### src/rtl/cnn_pkg.sv
// rtl/cnn_pkg.sv - shared types and sizing helpers for the CNN pipeline stages
//
// Contents:
//   pool_mode_e  pooling operator selection (max or floor-average)
//   cnt_w()      bit width of a counter that must hold 0..n-1
package cnn_pkg;

   typedef enum logic {
      POOL_MAX = 1'b0,
      POOL_AVG = 1'b1
   } pool_mode_e;

   // Width of a counter that must hold 0..n-1; never less than one bit.
   function automatic int cnt_w(input int n);
      return (n <= 2) ? 1 : $clog2(n);
   endfunction

endpackage

### src/rtl/pool_pair_op.sv
// rtl/pool_pair_op.sv - combinational two-operand pooling primitive
//
// Combines two signed operands into one result that is one bit wider, so
// a chain of these never truncates: max is sign-extended, sum keeps the carry.
// Ports:
//   a, b  signed operands, DATA_W_IN bits
//   y     signed max(a,b) or a+b, DATA_W_IN+1 bits
module pool_pair_op
   import cnn_pkg::*;
#(
   parameter int         DATA_W_IN = 16,
   parameter pool_mode_e MODE      = POOL_MAX
) (
   input  logic signed [DATA_W_IN-1:0] a,
   input  logic signed [DATA_W_IN-1:0] b,
   output logic signed [DATA_W_IN:0]   y
);

   logic signed [DATA_W_IN:0] a_x;
   logic signed [DATA_W_IN:0] b_x;

   assign a_x = {a[DATA_W_IN-1], a};
   assign b_x = {b[DATA_W_IN-1], b};

   always_comb begin
      if (MODE == POOL_AVG) begin
         y = a_x + b_x;
      end else begin
         y = (a_x > b_x) ? a_x : b_x;
      end
   end

endmodule

### src/rtl/pool2x2_stream.sv
// rtl/pool2x2_stream.sv - streaming 2x2 stride-2 pooling stage with backpressure
//
// Consumes a raster-order multi-channel feature map, one pixel of every
// channel per beat, and emits the pooled map with valid/ready flow control.
// Ports:
//   clk, reset_n  clock, asynchronous active-low reset
//   pixel_in      CH signed samples of DATA_W bits
//   valid_in      beat offered; taken when valid_in && ready
//   ready         beat can be taken this cycle
//   pixel_out     CH signed pooled results, held while out_ready is low
//   valid_out     pixel_out holds an untaken result
//   out_ready     downstream takes pixel_out this cycle
//   frame_done    one-cycle pulse after the last beat of a frame is taken
module pool2x2_stream
   import cnn_pkg::*;
#(
   parameter int         CH     = 4,
   parameter int         DATA_W = 16,
   parameter int         IMG_W  = 28,
   parameter int         IMG_H  = 28,
   parameter pool_mode_e MODE   = POOL_MAX,
   parameter bit         RELU   = 1'b0
) (
   input  logic                      clk,
   input  logic                      reset_n,
   input  logic [CH-1:0][DATA_W-1:0] pixel_in,
   input  logic                      valid_in,
   output logic                      ready,
   output logic [CH-1:0][DATA_W-1:0] pixel_out,
   output logic                      valid_out,
   input  logic                      out_ready,
   output logic                      frame_done
);

   localparam int HALF_W = IMG_W / 2;
   localparam int CW     = cnt_w(IMG_W);
   localparam int RW     = cnt_w(IMG_H);

   logic [CW-1:0]             col;
   logic [RW-1:0]             row;
   logic [CW-1:0]             half_col;
   logic                      accept;
   logic                      last_col;
   logic                      last_row;
   logic                      row_in_win;
   logic                      win_done;
   logic [CH-1:0][DATA_W-1:0] hold_reg;
   logic [DATA_W:0]           linebuf [CH][HALF_W];
   logic [CH-1:0][DATA_W:0]   h_pair;
   logic [CH-1:0][DATA_W-1:0] result;

   // A result slot that is empty or being drained can take a new result,
   // so a full slot plus out_ready still accepts without a bubble.
   assign ready    = !valid_out || out_ready;
   assign accept   = valid_in && ready;
   assign last_col = (col == CW'(IMG_W - 1));
   assign last_row = (row == RW'(IMG_H - 1));
   assign half_col = col >> 1;

   // Only an odd image height leaves a trailing row that pairs with nothing.
   // Odd columns/rows are always inside a window, so win_done needs no guard.
   assign row_in_win = (IMG_H % 2 == 0) || !last_row;
   assign win_done   = accept && col[0] && row[0];

   always_ff @(posedge clk or negedge reset_n) begin
      if (!reset_n) begin
         col        <= '0;
         row        <= '0;
         frame_done <= 1'b0;
         valid_out  <= 1'b0;
         pixel_out  <= '0;
      end else begin
         frame_done <= accept && last_col && last_row;
         if (accept) begin
            if (last_col) begin
               col <= '0;
               row <= last_row ? '0 : row + RW'(1);
            end else begin
               col <= col + CW'(1);
            end
         end
         if (win_done) begin
            valid_out <= 1'b1;
            pixel_out <= result;
         end else if (out_ready) begin
            valid_out <= 1'b0;
         end
      end
   end

   // Window state carries no reset: every read is preceded by a write
   // within the same frame, so stale contents are never observed.
   always_ff @(posedge clk) begin
      if (accept && !col[0]) begin
         hold_reg <= pixel_in;
      end
      for (int c = 0; c < CH; c++) begin
         for (int j = 0; j < HALF_W; j++) begin
            if (accept && col[0] && !row[0] && row_in_win && half_col == CW'(j)) begin
               linebuf[c][j] <= h_pair[c];
            end
         end
      end
   end

   for (genvar c = 0; c < CH; c++) begin : g_ch
      logic signed [DATA_W:0]   lb_rd;
      logic signed [DATA_W+1:0] v_pair;
      logic signed [DATA_W+1:0] scaled;

      always_comb begin
         lb_rd = '0;
         for (int j = 0; j < HALF_W; j++) begin
            if (half_col == CW'(j)) begin
               lb_rd = linebuf[c][j];
            end
         end
      end

      pool_pair_op #(.DATA_W_IN(DATA_W), .MODE(MODE)) u_h_op (
         .a (hold_reg[c]),
         .b (pixel_in[c]),
         .y (h_pair[c])
      );

      pool_pair_op #(.DATA_W_IN(DATA_W + 1), .MODE(MODE)) u_v_op (
         .a (lb_rd),
         .b (h_pair[c]),
         .y (v_pair)
      );

      // Arithmetic shift of the full-width sum gives the floor average,
      // which always fits back into DATA_W bits.
      assign scaled    = (MODE == POOL_AVG) ? (v_pair >>> 2) : v_pair;
      assign result[c] = (RELU && scaled[DATA_W-1]) ? '0 : scaled[DATA_W-1:0];
   end

endmodule

### config.mk
export PLATFORM = sky130hd
export DESIGN_NAME = pool2x2_stream
export DESIGN_NICKNAME = d
export VERILOG_FILES = /design/src/rtl/cnn_pkg.sv /design/src/rtl/pool_pair_op.sv /design/src/rtl/pool2x2_stream.sv
export SDC_FILE = /design/constraint.sdc
export NUM_CORES = 1
export LEC_CHECK = 0
export BUFFER_PORTS_ARGS = -buffer_cell sky130_fd_sc_hd__buf_2
export CORE_UTILIZATION = 30
export DETAILED_ROUTE_END_ITERATION = 10
export HOLD_SLACK_MARGIN = 0.1
export PLACE_DENSITY = 0.46
export SYNTH_ARGS = -nofsm -noshare
export SYNTH_HDL_FRONTEND = slang
export SYNTH_SLANG_ARGS = --single-unit
### constraint.sdc
create_clock -name clk -period 8.4 [get_ports clk]
set_clock_uncertainty 0.1 [all_clocks]
set_input_delay 0.84 -clock clk [delete_from_list [all_inputs] [get_ports clk]]
set_output_delay 0.84 -clock clk [all_outputs]
set_load 0.05 [all_outputs]
# After elaboration in Yosys (flattened, before gate mapping)
# Memory sizes are Yosys's and may differ from the RTL's.
# Cells that the tools add are included.
# word_totals
ff_bits,140
ram_bits,952
inputBits,68
n_memories,1
# mem_list
name,words,word_bits,rd,rd_clocked_by_memory_dff,wr,line,source
linebuf,4,238,4,0,4,pool2x2_stream.sv:48,logic [DATA_W:0] linebuf [CH][HALF_W];
# op_classes
add_sub_neg,2
n_lt_le_gt_ge,8
n_eq_ne,15
n_mux,96
reduce_logical,28
# ops
op,n
$mux W17,60
$gt A17 B17 Y1,4
$gt A16 B16 Y1,4
$mux W16,4
$mux W1,30
$eq A4 B4 Y1 const B,6
$logic_and A1 B1 Y1,21
$eq A4 B3 Y1 const B,4
$add A5 B1 Y5 const B,2
$eq A5 B5 Y1 const B,2
$mux W5,2
$eq A4 B2 Y1 const B,2
$logic_not A5 Y1,1
$eq A4 B1 Y1 const B,1
$logic_not A1 Y1,3
$reduce_and A2 Y1,1
$reduce_bool A2 Y1,1
$logic_or A1 B1 Y1,1

# Logic depth before layout (Yosys ltp)
# Gate-level depths: netlist of the first run.
# depth
depth_word,17
ltp_mapped,21
ltp_nobuf,17

# Modules after synthesis
# A second synthesis of the first run with hierarchy kept.
# hier_totals
hier_cells,3188
area_unflattened_um2,48046.1
# by_module_without_submodules
module,instances,cells_each,area_each_um2,seq_area_each_um2
pool2x2_stream,1,2548,42400.7,32411.1
pool_pair_op (g_ch[0].u_h_op ...),4,80,710.7,0.0
pool_pair_op (g_ch[0].u_v_op ...),4,80,700.7,0.0

# Least setup slack after synthesis of the first run
# OpenSTA, ideal clock, no wires.
# synth_timing
path_type,input port to flip-flop
start,in out_ready
end,mem linebuf[0][221] (netlist bit) (enable)
setup_time_ns,0.564
arrival_ns,6.492
required_time_ns,7.736
slack_ns,1.243
stages,6
path_buffers,2
path_cell_list,nand2b_1 and2_1 clkbuf_1 nand3b_1 clkbuf_1 nor3_1
# synth_lines
item,line,source
"start, declared",pool2x2_stream.sv:31,"input logic out_ready,"
"end, declared",pool2x2_stream.sv:48,

# Worst setup path in the final report of the first run
# layout_timing
start,reg col[1]
end,reg pixel_out[23] (netlist bit)
# layout_between
elab_chain_cells,17
word_cells_on_any_way,30
# layout_lines
item,line,source
"start, declared",pool2x2_stream.sv:39,logic [CW-1:0] col;
"start signal, assigned",pool2x2_stream.sv:79,col <= col + CW'(1);
$logic_not A5 Y1,pool2x2_stream.sv:114,if (half_col == CW'(j)) begin
$mux W17 (13 in a row),pool2x2_stream.sv:114,
$mux W17 (*),pool2x2_stream.sv:114,
$gt A17 B17 Y1,pool_pair_op.sv:29,y = (a_x > b_x) ? a_x : b_x;
$mux W16 (*),pool_pair_op.sv:29,
"end signal, assigned",pool2x2_stream.sv:84,pixel_out <= result;
"end, declared",pool2x2_stream.sv:29,"output logic [CH-1:0][DATA_W-1:0] pixel_out,"
# Mark *: on every way between the ends. The rest lies on a longest branch, timed or not.
# A chain may end at the register's enable or synchronous reset.

==> results.md, run 1 <==
- Synth unique cells: 82
- Hold_sp: pixel_in[8]
- Final min period: 5.900 ns
- Dpl cells: 5047
- Post-synthesis cell area: 0.04406 mm2
- Post-CTS setup buffer count: 0
- PwrDens: 375.4 mW/mm2
- Hold buffers post-CTS: 1
- Psw: 7774 uW
- Register area: 0.03074 mm2
- Largest net degree at the start of global routing: 54
- Drt drc: 0
- Main synth FF type: edfxtp_1
- CTS root buf: clkbuf_16
- Vias in the first global route: 27.76k
- CP endpoint kind: flop
- Reg clk slew, reported paths: 0.06 ns
- Fin worst setup slack: 2.500 ns
- Flip-flop count of the largest register after layout: 896
- CP startpoint: col[1]$_DFFE_PN0P_
- Final std cells w/o fill: 5269
- Internal power: 11410 uW
- Die width: 385.2 um
- DR WL/cell: 28.01 um
- Post-Synthesis Cells: 3071
- Max IR drop VDD: 308.0 uV
- Crit start category: flop
- H-tree Lvls: 3
- Syn avg cell area: 14.35 um2
- Die Ht: 385.2 um
- Sequential Power Share: 34.8%
- Clock sink count: 1036
- Register-to-Register Path Depth: 17
- Most frequent cells in the layout: edfxtp_1 (960), nand2_1 (204), o21ai_0 (176)
- Yosys reg bits: 1036
- Setup TNS Final: 0 ns
- Total Wirelength: 147.6 mm
- Sequential fraction of the synthesis area: 69.74%
- Initial Util: 30.23%
- Fin nets: 3446
- HPWL Detailed: 89.70 mm
- Leakage power: 0.01764 uW
- Fill cells: 14.11k
- Synth warn: 0
- Core Util, Final: 35.07%
- Max Cap Violations: 0
- Status: finished, final reports clean
- P&R area growth vs syn: 15.99%
- Multi-input logic area: 0.01236 mm2
- CP most frequent cell: buf_4
- Max Slew Vio Count: 0
- Hold Path Class: in -> reg
- Ys async rst share: 7.336%
- Worst path cell trace: buf_4, nor4b_4, buf_4, a22oi_1, o211ai_1, o2111ai_1, a21oi_1, or2_2, ha_1, and4_1, nand2_1, o311ai_0, o21a_1, a31oi_1, nor2_1, buf_4, a31oi_1
- Die area: 0.1484 mm2
- Num CTS Buffers: 115
- Port Buffer Count: 134
- Fin. Hold Viols: 0
- CP arrival: 6.42 ns
- Cts repair resizes: 0
- Fraction of layout cells with a size suffix above 1: 15.19%
- Final period util: 70.24%
- CTS max path bufs: 3
- Slowest-stage cell, CP: dfrtp_4
- TritonCTS clock tree: yes
- Core area: 0.1457 mm2
- Vias: 28.14k
- Initial drt markers: 2557
- Critical path required time: 8.92 ns
- First-pass GRT wire length: 209.7 mm
- Commonest non-fill, non-tap cell in the layout: edfxtp_1
- Synthesized Nets: 3269
- Worst-Skew Late Latency: 0.77 ns
- Initial antenna violation count: 5
- Logic pwr share: 39.0%
- Post-synth EDFFs: 960
- Global route total overflow: 0
- Ports: 135
- Max Fclk: 169.5 MHz
- Clock power frac: 26.2%
- Drt pass-1 iters: 7
- Hold path depth: 1
- Detail Route Antenna Nets: 0
- Worst slack, placed: 2.396 ns
- Vias per cell: 5.340
- All-layer global routing usage: 19.72%
- Row cnt: 140
- Critical path type: reg -> reg
- Worst-Margin Slew: 1.303 ns
- Largest stage delay, worst path: 0.83 ns
- Relative slew slack: 13.12%
- Switch share: 40.52%
- Routability congestion estimate: 0.8010
- Launch point of the worst reg-to-reg path: col[1]$_DFFE_PN0P_
- Worst Path Max Fanout: 43
- RSZ-0062 raised after global routing: no
- Final setup fails: 0
[power by group through the flow]
stage          sequential (uW)  combinational [uW]  clock (uW)
3_5_place_dp              6790                7480           0
4_1_cts                   6690                7510        5140
6_report                  6680                7470        5030
2_1_floorplan             7120                4150           0
3_3_place_gp              6790                7500           0
5_1_grt                   6720                8050        5330
[logic make-up after synthesis]
| kind of cell | Yosys count | share of synthesized area (%) |
|---|---|---|
| compound gates | 851 | 12.98 |
| xor+xnor | 3 | 0.05964 |
| simple gates | 612 | 6.778 |
| buf+inv | 287 | 2.669 |
| mux | 152 | 4.078 |
| fa+ha+maj | 130 | 3.692 |
| flops | 1036 | 69.74 |
[critical path, delay by kind of cell, from the launching register on]
| family | cells | cell delay (ns) |
|---|---|---|
| simple gates | 5 | 1.81 |
| fa+ha+maj | 1 | 0.12 |
| buf+inv | 3 | 1.26 |
| flops | 1 | 0.83 |
| compound gates | 8 | 1.50 |
[metrics by stage]
step / total power, uW / hold slack (ns) / cell area, um2
final: 19190 / 0.1583 / 51110
after global placement: 14290 / 0.3749 / 47330
after CTS: 19330 / 0.1026 / 51100
after detailed placement: 14270 / 0.3740 / 47330
after global routing: 20100 / 0.1365 / 51100
after floorplan: 11270 / 0.3923 / 44060
[cell type report]
type | count | area share (%)
antenna | 2 | 0.009792
clock buffer | 147 | 5.885
clock inverter | 72 | 1.474
inverter | 120 | 0.8813
multi-input combinational | 1748 | 24.17
sequential | 1036 | 60.14
tap | 1917 | 4.693
timing repair buffer | 227 | 2.737
[Yosys cell counts (all sizes together), types with 24 or more instances]
library cell | number | share of area (%)
mux2 | 41 | 1.1
o21ai | 179 | 2.0
a22oi | 81 | 1.4
a21oi | 165 | 1.9
clkbuf | 94 | 0.80
edfxtp | 960 | 65
nor2 | 143 | 1.2
nand4 | 26 | 0.37
a22o | 30 | 0.60
buf | 73 | 0.85
and2 | 40 | 0.57
o22ai | 50 | 0.71
ha | 130 | 3.7
nor3 | 32 | 0.36
dfrtp | 76 | 4.3
o221ai | 24 | 0.48
nand2 | 205 | 1.7
a211oi | 35 | 0.60
mux2i | 94 | 2.1
inv | 119 | 1.0
a31oi | 42 | 0.60
nand2b | 26 | 0.37
nand3 | 54 | 0.61
nor2b | 25 | 0.35
a221oi | 43 | 0.85
o211ai | 37 | 0.64
[final timing paths]
check                                                 end  slack, ns
worst max-delay path            pixel_out[23]$_DFFE_PN0P_       2.50
worst min-delay path                hold_reg[8]$_DFFE_PP_       0.16
worst max register to register  pixel_out[23]$_DFFE_PN0P_       2.50
worst min register to register   pixel_out[4]$_DFFE_PN0P_       0.38
max in group asynchronous              col[1]$_DFFE_PN0P_       6.36
min in group asynchronous       pixel_out[38]$_DFFE_PN0P_       0.52
[per-layer routing]
metal	track usage (%)	share of wire (%)	vias up
met5	0	0.018	-
li1	-	-	12480
met4	4.531	1.7	4
met1	26.61	44	14610
met3	3.108	5.8	156
met2	33.18	49	879
Note: power is estimated with default switching activity, not from simulation.
==> run 2, diff against run 1 <==
--- a/config.mk
+++ b/config.mk
@@ -9,7 +9,7 @@
 export CORE_UTILIZATION = 30
 export DETAILED_ROUTE_END_ITERATION = 10
 export HOLD_SLACK_MARGIN = 0.1
-export PLACE_DENSITY = 0.46
+export PLACE_DENSITY = 0.48
 export SYNTH_ARGS = -nofsm -noshare
 export SYNTH_HDL_FRONTEND = slang
 export SYNTH_SLANG_ARGS = --single-unit
==> constraint.sdc (replaced) <==
create_clock -name clk -period 5.2 [get_ports clk]
set_clock_uncertainty 0.1 [all_clocks]
set_input_delay 0.52 -clock clk [delete_from_list [all_inputs] [get_ports clk]]
set_output_delay 0.52 -clock clk [all_outputs]
set_load 0.05 [all_outputs]
==> run 2 against run 1 <==
Core utilization increased by 1.1 points. Clock power increased by 55%. Non-clock buffer count increased by 190. Register-to-register slack got worse by 2.3 ns. Worst hold slack got worse by 0.0055 ns. Final area increased by 3.3%. Flip-flop and latch count unchanged. Via count increased by 2.1%. Die area unchanged. Critical path type unchanged. Critical endpoint is now pixel_out[0]$_DFFE_PN0P_.
==> results.md, run 2 (same netlist as run 1, synthesis figures left out) <==
- Fin. Hold Viols: 0
- Cts repair resizes: 0
- Dpl cells: 5173
- First-pass GRT wire length: 206.2 mm
- Port Buffer Count: 134
- Max Slew Vio Count: 0
- Worst-Skew Late Latency: 0.76 ns
- Relative slew slack: 31.48%
- Critical path type: reg -> reg
- Worst slack, placed: 0.3171 ns
- CTS root buf: clkbuf_16
- Fill cells: 14.06k
- Drt pass-1 iters: 6
- Antenna cells: 0
- CP endpoint kind: flop
- Drt drc: 0
- H-tree Lvls: 3
- R2r endpoint: pixel_out[0]$_DFFE_PN0P_
- Max IR drop VDD: 319.8 uV
- Launch point of the worst reg-to-reg path: col[3]$_DFFE_PN0P_
- Total Wirelength: 143.3 mm
- RSZ-0062 raised after global routing: no
- Design area: 0.05277 mm2
- Register-to-Register Path Depth: 15
- All-layer global routing usage: 19.15%
- TritonCTS clock tree: yes
- Vias: 28.72k
- Ports: 135
- GR peak layer: met2
- Detail Route Antenna Nets: 0
- Final std cells w/o fill: 5448
- Reg clk slew, reported paths: 0.06 ns
- Final setup fails: 0
- Setup TNS Final: 0 ns
- Die width: 385.2 um
- Routability congestion estimate: 0.8123
- P&R area growth vs syn: 19.77%
- Fin worst setup slack: 0.2239 ns
- Critical path required time: 5.70 ns
- Initial Util: 30.23%
- Grt met2 use: 31.79%
- Flip-flop count of the largest register after layout: 896
- Max Cap Violations: 0
- Final period util: 95.69%
- Die Ht: 385.2 um
- Vias in the first global route: 28.62k
- Worst Path Max Fanout: 26
- Flop2flop setup slack: 0.22 ns
- Initial drt markers: 2511
- Row cnt: 140
- DR WL/cell: 26.31 um
- Status: finished, final reports clean
- PwrDens: 598.1 mW/mm2
- Die area: 0.1484 mm2
- Crit start category: flop
- CP arrival: 5.47 ns
- Core area: 0.1457 mm2
- Clock sink count: 1036
- Initial antenna violation count: 2
- Worst-Margin Slew: 1.025 ns
- Hold_sp: valid_in
- Max Fclk: 201.0 MHz
- Most frequent cells in the layout: edfxtp_1 (960), nand2_1 (204), buf_4 (195)
- Leakage power: 0.01850 uW
- GRT met1 Usage: 26.35%
- Fraction of layout cells with a size suffix above 1: 17.50%
- Hold Path Class: in -> reg
- Commonest non-fill, non-tap cell in the layout: edfxtp_1
- Num CTS Buffers: 113
- Largest net degree at the start of global routing: 57
- GRT met3 Usage: 2.367%
- Post-DP Area: 0.04856 mm2
- CTS max path bufs: 3
- Vias per cell: 5.271
- Fin nets: 3634
- Hold path depth: 4
- HPWL Detailed: 92.15 mm
- Global route total overflow: 0
- Post-CTS setup buffer count: 0
- CP startpoint: col[3]$_DFFE_PN0P_
- Final min period: 4.976 ns
- CP Capture Point: pixel_out[0]$_DFFE_PN0P_
-- run 2: cell type report --
cell class | instances | area (um2) | share of cell area [%]
clock buffers | 137 | 2918 | 5.529
clock inverters | 73 | 646.9 | 1.226
well taps | 1917 | 2399 | 4.545
flip-flops and latches | 1036 | 30740 | 58.25
multi-input cells | 1748 | 12360 | 23.42
repair buffers | 417 | 3261 | 6.179
inverters | 120 | 450.4 | 0.8535
-- run 2: how the worst min path moves through the flow --
stage / slack, ns / endpoint
5_1_grt: 0.19 / col[0]$_DFFE_PN0P_
6_report: 0.15 / col[0]$_DFFE_PN0P_
2_1_floorplan: 0.12 / col[0]$_DFFE_PN0P_
4_1_cts: 0.11 / col[0]$_DFFE_PN0P_
3_5_place_dp: 0.38 / pixel_out[57]$_DFFE_PN0P_
3_3_place_gp: 0.38 / pixel_out[57]$_DFFE_PN0P_
-- run 2: metal layers --
| layer | part of all wire [%] | vias to the layer above |
|---|---|---|
| met4 | 2.0 | 0 |
| met2 | 48 | 826 |
| met3 | 5.4 | 163 |
| li1 | - | 12860 |
| met1 | 44 | 14870 |
| met5 | 0 | - |
-- run 2: worst max-delay path, stage by stage (launching register included) --
cell and delay, ns:
dfrtp_2 0.78, nand3b_1 0.63, a21oi_1 0.74, a21oi_1 0.07
o21ai_0 0.22, o211ai_1 0.19, buf_4 0.19, ha_1 0.28
a2111oi_0 0.37, o21ai_0 0.18, a21oi_1 0.15, nand2_1 0.08
o21a_1 0.23, buf_4 0.17, a221o_1 0.26, a22o_1 0.17
-- run 2: repair_timing --
action,CTS,global route
hold buffers,65,0
endpoints found under the hold margin,122,0
setup endpoints to repair,0,0
-- run 2: report_power, final --
part	switching [uW]	internal (uW)
combinational	8580	4410
sequential	450	10300
clock	3450	4360
total	12500	19100
-- run 2: stage by stage --
step / utilization (%) / hold WS, ns / power (uW)
2_1_floorplan: - / 0.1244 / 18210
3_3_place_gp: 33.32 / 0.3755 / 23880
3_5_place_dp: 33.32 / 0.3843 / 23900
4_1_cts: 36.21 / 0.1139 / 31770
5_1_grt: 36.21 / 0.1885 / 33150
6_report: 36.21 / 0.1528 / 31560
==> run 3, diff against run 2 <==
--- a/config.mk
+++ b/config.mk
@@ -6,10 +6,14 @@
 export NUM_CORES = 1
 export LEC_CHECK = 0
 export BUFFER_PORTS_ARGS = -buffer_cell sky130_fd_sc_hd__buf_2
+export CELL_PAD_IN_SITES_DETAIL_PLACEMENT = 2
+export CELL_PAD_IN_SITES_GLOBAL_PLACEMENT = 2
 export CORE_UTILIZATION = 30
+export CTS_CLUSTER_SIZE = 40
 export DETAILED_ROUTE_END_ITERATION = 10
+export GPL_ROUTABILITY_DRIVEN = 1
 export HOLD_SLACK_MARGIN = 0.1
-export PLACE_DENSITY = 0.48
+export PLACE_DENSITY = 0.6
 export SYNTH_ARGS = -nofsm -noshare
 export SYNTH_HDL_FRONTEND = slang
 export SYNTH_SLANG_ARGS = --single-unit
==> run 3 against run 2 <==
Sequential share of layout area shrank 0.17 points. Non-clock buffer count rose by 10. Via count is 4.0% higher. Final area up 0.30%. Flip-flop and latch count is the same. Global-route usage grew 2.4 points. First-iteration DRC count down 22%. Clock power up 3.8%. Core utilization up 0.11 points. Wire length grew 12%. Maximum frequency down 1.0%. Critical path depth shrank 1. Largest power group unchanged. Highest routed layer unchanged.
==> results.md, run 3 (same netlist as run 1, synthesis figures left out) <==
- All-layer global routing usage: 21.57%
- Final period util: 96.67%
- Commonest non-fill, non-tap cell in the layout: edfxtp_1
- R2r endpoint: pixel_out[58]$_DFFE_PN0P_
- TritonCTS clock tree: yes
- Max Cap Violations: 0
- Initial drt markers: 1969
- Launch point of the worst reg-to-reg path: col[3]$_DFFE_PN0P_
- Vias per cell: 5.473
- Initial antenna violation count: 2
- Worst-Margin Slew: 1.154 ns
- Post-CTS setup buffer count: 0
- Core area: 0.1457 mm2
- Routability congestion estimate: 0.8024
- Hold Path Class: in -> async
- Detail Route Antenna Nets: 0
- Max Fclk: 198.9 MHz
- Vias in the first global route: 32.36k
- Relative slew slack: 22.88%
- Max IR drop VDD: 298.4 uV
- PwrDens: 617.7 mW/mm2
- Worst-Skew Late Latency: 0.77 ns
- Crit start category: flop
- Fin nets: 3648
- Critical path type: reg -> reg
- Antenna cells: 0
- Flop2flop setup slack: 0.17 ns
- HPWL Detailed: 104.8 mm
- DR WL/cell: 29.44 um
- Final min period: 5.027 ns
- Core Util, Final: 36.32%
- Drt drc: 0
- Critical path required time: 5.74 ns
- Max Slew Vio Count: 0
- Leakage power: 0.01861 uW
- CTS root buf: clkbuf_16
- Total Wirelength: 160.7 mm
- WHS: 0.2838 ns
- Die area: 0.1484 mm2
- Ports: 135
- Flip-flop count of the largest register after layout: 896
- Largest net degree at the start of global routing: 56
- Row cnt: 140
- Status: finished, final reports clean
- Die Ht: 385.2 um
- RSZ-0062 raised after global routing: no
- Fin. Hold Viols: 0
- Fraction of layout cells with a size suffix above 1: 17.85%
- Register-to-Register Path Depth: 14
- First-pass GRT wire length: 231.9 mm
- Worst Path Max Fanout: 27
- CP arrival: 5.57 ns
- Final setup fails: 0
- Drt pass-1 iters: 5
- Clock sink count: 1036
- P&R area growth vs syn: 20.13%
- CTS max path bufs: 3
- Reg clk slew, reported paths: 0.06 ns
- Initial Util: 30.23%
- Post-DP Area: 0.04855 mm2
- Power consumption: 32700 uW
- Port Buffer Count: 134
- Setup TNS Final: 0 ns
- Vias: 29.87k
- Num CTS Buffers: 117
- Die width: 385.2 um
- H-tree Lvls: 3
- CP endpoint kind: flop
- Design area: 0.05293 mm2
- Global route total overflow: 0
- Most frequent cells in the layout: edfxtp_1 (960), buf_4 (207), nand2_1 (204)
-- run 3: cell count changes in the layout (fill, tap and decap cells not counted), sizes merged --
cell         previous run  this run
clkinvlp                5         4
clkbuf                137       151
buf                   352       360
dlygate4sd3            65        67
inv                   123       119
clkinv                 58        49
-- run 3: worst max path at each step --
stage / from / to / cells after the start
floorplan: valid_out$_DFFE_PN0P_ / linebuf[0][153]$_DFFE_PP_ / 5
global placement: col[3]$_DFFE_PN0P_ / pixel_out[5]$_DFFE_PN0P_ / 15
detailed placement: pixel_in[7] / pixel_out[7]$_DFFE_PN0P_ / 19
CTS: col[3]$_DFFE_PN0P_ / pixel_out[1]$_DFFE_PN0P_ / 15
global route: col[2]$_DFFE_PN0P_ / pixel_out[12]$_DFFE_PN0P_ / 16
finish: col[3]$_DFFE_PN0P_ / pixel_out[58]$_DFFE_PN0P_ / 14
-- run 3: report_power, final --
part	leakage (uW)	switching, uW	internal, uW	total, uW
sequential	0.00965	550	10300	10900
clock	0.00179	3510	4590	8100
combinational	0.00717	9110	4610	13700
-- run 3: worst max-delay path, cell delays in order, from the launching register on --
cell	delay [ns]
dfrtp_2	0.90
nor2b_1	0.26
buf_4	0.33
nand2_1	0.50
o22a_1	0.39
o2111ai_1	0.20
nand3_1	0.34
ha_1	0.43
nand3_1	0.13
nor4_1	0.34
a311oi_1	0.17
o21a_1	0.15
buf_4	0.17
and3_1	0.19
a221o_1	0.26
-- run 3: cell type report --
type	count	area (um2)
Fill cell	14700	92810
Clock inverter	59	568.0
Timing Repair Buffer	427	3291
Sequential cell	1036	30740
Multi-Input combinational cell	1748	12350
Clock buffer	151	3137
Inverter	120	450.4
Tap cell	1917	2399
-- run 3: repair_timing --
| action | CTS | global route |
|---|---|---|
| endpoints found under the setup margin | 0 | 15 |
| endpoints found under the hold margin | 138 | 0 |
| hold buffers | 67 | 0 |
| gates resized for setup | 0 | 3 |
-- run 3: per-layer routing --
layer  track usage, %  share of wire (%)  up-vias
met1            28.29                 43    16060
met5                0                  0        -
li1                 -                  -    12860
met2            37.23                 50      730
met3            2.810                4.4      226
met4            5.936                2.7        0
-- run 3: metrics by stage --
| step | std cells | worst slack, ns |
|---|---|---|
| 2_1_floorplan | 3071 | -1.508 |
| 4_1_cts | 5458 | 0.1793 |
| 3_5_place_dp | 5181 | 0.1758 |
| 6_report | 5458 | 0.1733 |
| 5_1_grt | 5458 | 0.02041 |
| 3_3_place_gp | 5181 | 0.2024 |
